File: src/rtl/instr_encoder_if.sv
// Request/write-port bundle between the boot loader (master) and instr_encoder (slave).
interface instr_encoder_if #(parameter int ADDR_W = 8);
  logic              clear_i;
  logic              valid_i;
  logic              ready_o;
  logic [2:0]        kind_i;
  logic [4:0]        rd_i;
  logic [4:0]        rs1_i;
  logic [4:0]        rs2_i;
  logic [2:0]        funct3_i;
  logic [6:0]        funct7_i;
  logic [31:0]       imm_i;
  logic              wr_en_o;
  logic [ADDR_W-1:0] wr_addr_o;
  logic [31:0]       wr_data_o;
  logic [ADDR_W:0]   words_o;
  logic              full_o;
  logic              err_o;
  logic              overflow_o;

  modport master (
    output clear_i, valid_i, kind_i, rd_i, rs1_i, rs2_i, funct3_i, funct7_i, imm_i,
    input  ready_o, wr_en_o, wr_addr_o, wr_data_o, words_o, full_o, err_o, overflow_o
  );

  modport slave (
    input  clear_i, valid_i, kind_i, rd_i, rs1_i, rs2_i, funct3_i, funct7_i, imm_i,
    output ready_o, wr_en_o, wr_addr_o, wr_data_o, words_o, full_o, err_o, overflow_o
  );
endinterface

File: src/rtl/instr_encoder.sv
// Field-level request -> RV32 word encoder writing sequentially into program memory.
// LI expands to ADDI, or LUI (+ADDI when the low 12 bits are nonzero).
module instr_encoder #(
  parameter int ADDR_W = 8
) (
  input logic         clk,
  input logic         reset,
  instr_encoder_if.slave bus
);
  typedef enum logic [1:0] {IDLE = 2'd0, EMIT2 = 2'd1, FULL = 2'd2} state_t;

  localparam logic [ADDR_W:0] LAST = (ADDR_W+1)'((1 << ADDR_W) - 1);
  localparam logic [6:0] OP_R = 7'b0110011;
  localparam logic [6:0] OP_I = 7'b0010011;
  localparam logic [6:0] OP_U = 7'b0110111;

  state_t            state, state_d;
  logic [ADDR_W:0]   words, words_d;
  logic [ADDR_W-1:0] wr_addr, wr_addr_d;
  logic [31:0]       wr_data, wr_data_d;
  logic [31:0]       pend, pend_d;
  logic              wr_en, wr_en_d;
  logic              err, err_d;
  logic              ovf, ovf_d;
  logic              li_small, li_two, accept;
  logic [19:0]       li_hi;
  logic [31:0]       first_word, second_word;

  assign li_small = (bus.imm_i[31:11] == '0) || (bus.imm_i[31:11] == '1);
  // (imm + 0x800) >> 12: the +0x800 carries into bit 12 exactly when imm[11] is set
  assign li_hi    = bus.imm_i[31:12] + 20'(bus.imm_i[11]);
  assign li_two   = (bus.kind_i == 3'd3) && !li_small && (bus.imm_i[11:0] != 12'd0);
  assign second_word = {bus.imm_i[11:0], bus.rd_i, 3'b000, bus.rd_i, OP_I};

  always_comb begin
    first_word = '0;
    case (bus.kind_i)
      3'd0: first_word = {bus.funct7_i, bus.rs2_i, bus.rs1_i, bus.funct3_i, bus.rd_i, OP_R};
      3'd1: first_word = {bus.imm_i[11:0], bus.rs1_i, bus.funct3_i, bus.rd_i, OP_I};
      3'd2: first_word = {bus.imm_i[31:12], bus.rd_i, OP_U};
      3'd3: first_word = li_small ? {bus.imm_i[11:0], 5'd0, 3'b000, bus.rd_i, OP_I}
                                  : {li_hi, bus.rd_i, OP_U};
      default: first_word = '0;
    endcase
  end

  assign accept = bus.valid_i && bus.ready_o;

  always_comb begin
    state_d   = state;
    words_d   = words;
    wr_addr_d = wr_addr;
    wr_data_d = wr_data;
    pend_d    = pend;
    wr_en_d   = 1'b0;
    err_d     = 1'b0;
    ovf_d     = ovf;
    if (bus.clear_i) begin
      state_d   = IDLE;
      words_d   = '0;
      wr_addr_d = '0;
      ovf_d     = 1'b0;
    end else begin
      case (state)
        IDLE: if (accept) begin
          if (bus.kind_i[2]) begin
            err_d = 1'b1;
          end else begin
            wr_en_d   = 1'b1;
            wr_addr_d = words[ADDR_W-1:0];
            wr_data_d = first_word;
            words_d   = words + 1'b1;
            if (li_two) begin
              // only one slot left: keep the LUI, drop the ADDI
              if (words < LAST) begin
                pend_d  = second_word;
                state_d = EMIT2;
              end else begin
                ovf_d   = 1'b1;
                state_d = FULL;
              end
            end else if (words == LAST) begin
              state_d = FULL;
            end
          end
        end
        EMIT2: begin
          wr_en_d   = 1'b1;
          wr_addr_d = words[ADDR_W-1:0];
          wr_data_d = pend;
          words_d   = words + 1'b1;
          state_d   = (words == LAST) ? FULL : IDLE;
        end
        FULL:    state_d = FULL;
        default: state_d = IDLE;
      endcase
    end
  end

  always_ff @(posedge clk or negedge reset) begin
    if (!reset) begin
      state   <= IDLE;
      words   <= '0;
      wr_addr <= '0;
      wr_data <= '0;
      pend    <= '0;
      wr_en   <= 1'b0;
      err     <= 1'b0;
      ovf     <= 1'b0;
    end else begin
      state   <= state_d;
      words   <= words_d;
      wr_addr <= wr_addr_d;
      wr_data <= wr_data_d;
      pend    <= pend_d;
      wr_en   <= wr_en_d;
      err     <= err_d;
      ovf     <= ovf_d;
    end
  end

  assign bus.ready_o    = (state == IDLE);
  assign bus.full_o     = (state == FULL);
  assign bus.wr_en_o    = wr_en;
  assign bus.wr_addr_o  = wr_addr;
  assign bus.wr_data_o  = wr_data;
  assign bus.words_o    = words;
  assign bus.err_o      = err;
  assign bus.overflow_o = ovf;
endmodule
File: src/flat_wrapper.sv
// flat-port wrapper written by rule: the top's interface ports become plain ports
module instr_encoder_flat 
#(
  parameter int ADDR_W = 8
)
  (clk, reset, bus_clear_i, bus_valid_i, bus_kind_i, bus_rd_i, bus_rs1_i, bus_rs2_i, bus_funct3_i, bus_funct7_i, bus_imm_i, bus_ready_o, bus_wr_en_o, bus_wr_addr_o, bus_wr_data_o, bus_words_o, bus_full_o, bus_err_o, bus_overflow_o);
  instr_encoder_if #(.ADDR_W(ADDR_W)) bus_i ();
  input logic clk;
  input logic reset;
  input wire logic [$bits(bus_i.clear_i)-1:0] bus_clear_i;
  input wire logic [$bits(bus_i.valid_i)-1:0] bus_valid_i;
  input wire logic [$bits(bus_i.kind_i)-1:0] bus_kind_i;
  input wire logic [$bits(bus_i.rd_i)-1:0] bus_rd_i;
  input wire logic [$bits(bus_i.rs1_i)-1:0] bus_rs1_i;
  input wire logic [$bits(bus_i.rs2_i)-1:0] bus_rs2_i;
  input wire logic [$bits(bus_i.funct3_i)-1:0] bus_funct3_i;
  input wire logic [$bits(bus_i.funct7_i)-1:0] bus_funct7_i;
  input wire logic [$bits(bus_i.imm_i)-1:0] bus_imm_i;
  output wire logic [$bits(bus_i.ready_o)-1:0] bus_ready_o;
  output wire logic [$bits(bus_i.wr_en_o)-1:0] bus_wr_en_o;
  output wire logic [$bits(bus_i.wr_addr_o)-1:0] bus_wr_addr_o;
  output wire logic [$bits(bus_i.wr_data_o)-1:0] bus_wr_data_o;
  output wire logic [$bits(bus_i.words_o)-1:0] bus_words_o;
  output wire logic [$bits(bus_i.full_o)-1:0] bus_full_o;
  output wire logic [$bits(bus_i.err_o)-1:0] bus_err_o;
  output wire logic [$bits(bus_i.overflow_o)-1:0] bus_overflow_o;
  assign bus_i.clear_i = bus_clear_i;
  assign bus_i.valid_i = bus_valid_i;
  assign bus_i.kind_i = bus_kind_i;
  assign bus_i.rd_i = bus_rd_i;
  assign bus_i.rs1_i = bus_rs1_i;
  assign bus_i.rs2_i = bus_rs2_i;
  assign bus_i.funct3_i = bus_funct3_i;
  assign bus_i.funct7_i = bus_funct7_i;
  assign bus_i.imm_i = bus_imm_i;
  assign bus_ready_o = bus_i.ready_o;
  assign bus_wr_en_o = bus_i.wr_en_o;
  assign bus_wr_addr_o = bus_i.wr_addr_o;
  assign bus_wr_data_o = bus_i.wr_data_o;
  assign bus_words_o = bus_i.words_o;
  assign bus_full_o = bus_i.full_o;
  assign bus_err_o = bus_i.err_o;
  assign bus_overflow_o = bus_i.overflow_o;
  instr_encoder #(.ADDR_W(ADDR_W)) u_core (.clk(clk), .reset(reset), .bus(bus_i));
endmodule
File: config.mk
export PLATFORM = sky130hd
export DESIGN_NAME = instr_encoder_flat
export DESIGN_NICKNAME = d
export VERILOG_FILES = /design/src/rtl/instr_encoder_if.sv /design/src/rtl/instr_encoder.sv /design/src/flat_wrapper.sv
export SDC_FILE = /design/constraint.sdc
export NUM_CORES = 1
export LEC_CHECK = 0
export CORE_UTILIZATION = 35
export DETAILED_ROUTE_END_ITERATION = 10
export DONT_BUFFER_PORTS = 1
export GPL_ROUTABILITY_DRIVEN = 0
export HOLD_SLACK_MARGIN = 0.15
export MAX_ROUTING_LAYER = met4
export SLEW_MARGIN = 15
export SYNTH_ARGS = -nofsm -noshare
export SYNTH_HDL_FRONTEND = slang
export SYNTH_SLANG_ARGS = --single-unit
File: constraint.sdc
create_clock -name clk -period 5.3 [get_ports clk]
set_input_delay 0.265 -clock clk [delete_from_list [all_inputs] [get_ports clk]]
set_output_delay 0.265 -clock clk [all_outputs]
set_load 0.005 [all_outputs]
Word level (Yosys, flattened, before mapping). Index checks and enable logic that the tools add are counted.

Add/sub/neg operators: 2. $lt $le $gt $ge: 1. Equal/unequal tests: 14. Muxes and demuxes: 35. Bitwise logic cells: 2. Reductions and logical operators: 19.

Operator list (number): one-hot mux 32 bit (4 select lines) (1); two-way mux 32 bit (3); one-hot mux 32 bit (2 select lines) (1); two-way mux 9 bit (3); two-way mux 8 bit (3); == test 21 bit, second input constant (1); logical NOT 21 bit (1); adder 20 x 1 -> 20 bit (1); one-hot mux 9 bit (2 select lines) (1); one-hot mux 8 bit (2 select lines) (1); two-way mux 2 bit (7); two-way mux 1 bit (13); nonzero test 12 bit (1); adder 9 x 1 -> 9 bit, second input constant (1); == test 9 x 8 -> 1 bit, second input constant (1); < comparator 9 x 8 -> 1 bit, second input constant (1); inequality test 2 bit, second input constant (4); nonzero test 2 bit (4); == test 3 x 2 -> 1 bit, second input constant (2); inequality test 3 bit, second input constant (2); one-hot mux 2 bit (3 select lines) (1); AND reduction 3 bit (2); AND reduction 6 bit (1); AND reduction 5 bit (1); 13 further kinds (16).

Bits in registers: 79. Input port bits: 64. Output and inout bits: 54.

Logic depth before layout (Yosys ltp).
Depth after elaboration: 10. Gate-level depth with buffers: 9. Gate-level depth less buffers: 7.

Worst setup path after synthesis. OpenSTA, ideal clock, no wires.

Path kind: input to register. Start point: input port bus_imm_i[11]. End point: register u_core.pend[23]. Arrival time: 2204 ps. Path slack: 2971 ps. Cell stages on the path: 9. Cells stage by stage: ha_1 nand3_2 or4_1 buf_2 o32ai_4 nor4b_1 buf_6 buf_6 mux2_4.

Cells in the longest elaborated chain, start to end: 6. Elaborated cells on any way between the ends: 8. Those cells by class: eq/ne (1); reduce/logical (7).

RTL lines: start, declared (RTL line flat_wrapper.sv:18) `input wire logic [$bits(bus_i.imm_i)-1:0] bus_imm_i;`; == test 21 bit or logical NOT 21 bit (tied branches) (RTL line instr_encoder.sv:29) `assign li_small = (bus.imm_i[31:11] == '0) || (bus.imm_i[31:11] == '1);`; logical OR 1 bit (RTL line instr_encoder.sv:29); logical NOT 1 bit (RTL line instr_encoder.sv:32) `assign li_two = (bus.kind_i == 3'd3) && !li_small && (bus.imm_i[11:0] != 12'd0);`; logical AND 1 bit (RTL line instr_encoder.sv:32); logical AND 1 bit * (RTL line instr_encoder.sv:32); AND reduction 6 bit (no line) *; end signal, assigned (RTL line instr_encoder.sv:115) `pend <= pend_d;`; end, declared (RTL line instr_encoder.sv:21) `logic [31:0] pend, pend_d;`.

Every way passes the cells marked *; elsewhere a longest branch is shown, timed or not. A chain may end at the register's enable or synchronous reset.

Worst setup path in the final report.
Start point: register u_core.state[0]. End point: register u_core.wr_data[24], in the netlist u_core.bus.wr_data_o[24].

Cells in the longest elaborated chain, start to end: 4. Elaborated cells on any way between the ends: 8. Those cells by class: eq/ne (3); mux (1); reduce/logical (4).

RTL lines: start, declared (RTL line instr_encoder.sv:17) `state_t state, state_d;`; start signal, assigned (RTL line instr_encoder.sv:111) `state <= state_d;`; logical NOT 2 bit (RTL line instr_encoder.sv:64, instr_encoder.sv:122); logical AND 1 bit (RTL line instr_encoder.sv:47) `assign accept = bus.valid_i && bus.ready_o;`; inequality test 2 bit (no line); AND reduction 4 bit (no line); end signal, assigned (RTL line instr_encoder.sv:114) `wr_data <= wr_data_d;`; end, declared (RTL line instr_encoder.sv:20) `logic [31:0] wr_data, wr_data_d;`.

Several ways; a longest one is shown, not always the timed one.

==> impl_metrics.csv <==
group,metric,value,unit
final_layout,area_growth,16.66,%
global_route,grt_pass1_wl,20870,µm
global_route,grt_pass1_vias,3627,
final_layout,n_antenna_cell,0,
pwr,ir_drop,163.3,µV
synth,synthCells,458,
floorplan,core,11560,µm²
sta,finalCritPeriodShare,57.10,%
synth,synth-seq-cells,68,
detailed_routing,drc,9,
pwr,power.leakage,0.001993,µW
final_layout,layout_common_cells,"dfrtp_1 (68), nand2_1 (61), dlygate4sd3_1 (28), o21ai_0 (27), nor2_1 (26)",
sta,setup_tns,0,ns
sta,hold_viol_final,0,
synth,synth_edf_count,0,
floorplan,start_util,36.24,%
global_route,grt_max_degree,69,
cts,cts_buffers,9,
synth,ys_warn_count,0,
detailed_routing,drtIter0Drc,294,
placement,io_buffers,0,
detailed_routing,routed_via_density,5.981,
synth,synthFlopType,"dfrtp_1",
floorplan,dieArea,12420,µm²
detailed_routing,dr.pass1.iters,10,
floorplan,std_cell_rows,39,
outcome,violations,"design-rule violations",
flow_run,maxCapViolations,0,
synth,syn_area,4192,µm²
cts,cts_buffer_depth,2,
sta,post-route-min-period,3.026,ns
critical_path,end_kind,"flip-flop",
synth,avgSynthCellArea,9.152,µm²
sta,worst_pin_slew,0.9439,ns
global_route,grtUsageTotal,22.38,%
worst_hold_path,hold_path.class,"in -> reg",
detailed_routing,num_vias,3702,
cts,cts_max_level,3,
cts,cts_root_buf,"clkbuf_16",
sta,slew_headroom,37.07,%
synth,async_flop_share,100.0,%
pwr,total_power,1523,µW
synth,yosysSeqAreaShare,40.60,%
final_layout,final_nets,540,
cts,tritoncts,"yes",
outcome,status,"complete, but fails checks",
sta,setup_viol,0,
floorplan,die_w,111.4,µm
cts,clkLatencyLatePin,0.34,ns
sta,rsz0062_at_grt,"false",
final_layout,final_common_cell,"dfrtp_1",
placement,dpl.hpwl,9090,µm
floorplan,die_y,111.4,µm
synth,synth_cell_types,56,
global_route,grt_overflow,0,
global_route,antenna_found_initial,0,
pwr,power.density,311.6,nW/µm²
critical_path,worstPathMaxFanout,23,
critical_path,path_class,"reg -> reg",
sta,fmax,330.4,MHz
critical_path,required,5.52,ns
cts,clk_pin_slew,0.06,ns
detailed_routing,wl_per_cell,21.01,µm
cts,cts.sinks,68,
critical_path,crit_arrival,3.25,ns
floorplan,ioPinCount,118,
sta,slew_violations,0,
detailed_routing,finalWirelength,13010,µm
sta,hold_slack,0.1627,ns
sta,finClkSkew,0.005964,ns
detailed_routing,ant_nets,0,
final_layout,drive_gt1_share,10.71,%
critical_path,critPathLaunchType,"flip-flop",
==> sequential cells by signal, indices dropped and copies added (netlist names) <==
signal,count
u_core.bus.wr_data_o,28
u_core.state,2
u_core.bus.wr_en_o,1
u_core.bus.err_o,1
u_core.pend,18
u_core.bus.words_o,9
u_core.bus.wr_addr_o,8
u_core.bus.overflow_o,1
==> report_power, final <==
part	total [µW]	internal, µW	switching, µW
Combinational	200	107	93.3
Sequential	658	592	66.6
Clock	665	425	241
Total	1520	1120	400
==> cell type report <==
class / count / area [µm²]
inverters: 22 / 82.58
multi-input cells: 336 / 2256
repair buffers: 34 / 345.3
fillers: 1104 / 6675
clock buffers: 10 / 239.0
well taps: 143 / 178.9
clock inverters: 6 / 86.33
flip-flops and latches: 68 / 1702
==> cells by family after synthesis <==
family | after synthesis | synth area share, %
AOI/OAI and AO/OA | 108 | 18.33
muxes | 33 | 9.105
buffers and inverters | 55 | 5.821
other | 1 | 0.08947
DFF | 68 | 40.60
and+or+nand+nor | 168 | 20.39
xor gates and xnor gates | 20 | 4.179
adders and majority gates | 5 | 1.493
==> worst max-delay path, stage by stage (launching register included) <==
cell	delay [ns]
dfrtp_1	0.47
inv_1	0.19
a21oi_1	0.16
buf_4	0.23
nand2b_1	0.52
inv_1	0.79
nand2_1	0.18
o32ai_1	0.28
a21oi_1	0.07
==> final timing paths <==
path,start,end,slack (ns),cells after the start
min in group asynchronous,reset,u_core.bus.wr_data_o[22],0.50,2
max in group asynchronous,reset,u_core.bus.wr_data_o[11],4.53,2
worst max-delay path,u_core.state[0],u_core.bus.wr_data_o[24],2.27,8
worst max register to register,u_core.state[0],u_core.bus.wr_data_o[24],2.27,8
worst min register to register,u_core.pend[4],u_core.pend[4],0.48,1
worst min-delay path,bus_imm_i[4],u_core.bus.wr_data_o[24],0.16,2
==> per-stage QoR <==
step                      cells  utilization, %  area [µm²]  setup slack, ns
after global routing        619           42.28        4890            1.985
after floorplan             459               -        4195            2.971
after detailed placement    574           36.81        4257            2.337
after CTS                   619           42.28        4890            2.323
after global placement      574           36.81        4257            2.420
final                       619           42.28        4890            2.274
==> routing by layer <==
layer,up-vias,share of wire (%),track usage (%)
li1,1706,-,-
met1,1801,45,29.60
met2,170,45,32.83
met3,25,8.2,5.988
met4,0,2.3,8.018
met5,-,0,-
==> synthesized netlist by cell type, drive strengths merged (4+ instances only) <==
cell type	count	share of area (%)
nor4	13	2.1
buf	12	1.9
nand2	61	5.5
nor2	26	2.3
clkbuf	21	1.9
inv	22	2.0
a221oi	5	1.0
a31oi	4	0.60
mux2	17	5.3
xor2	12	2.5
a222oi	10	2.4
dfrtp	68	41
nor3	13	1.6
nand3	13	1.8
or4	7	1.3
or2	5	0.75
o21a	6	1.1
nand3b	7	1.3
a21oi	17	2.0
o31ai	4	0.72
nand4	6	1.0
a2bb2oi	9	1.9
xnor2	8	1.7
ha	5	1.5
mux2i	16	3.8
o211ai	5	0.90
nand2b	4	0.60
o21ai	27	3.2
==> what timing repair did <==
action / 4_1_cts / 5_1_grt
endpoints found under the hold margin: 123 / 0
setup buffers: 0 / 0
hold buffers: 29 / 0
gates resized for setup: 0 / 0
Power figures use the tool's default switching activity.
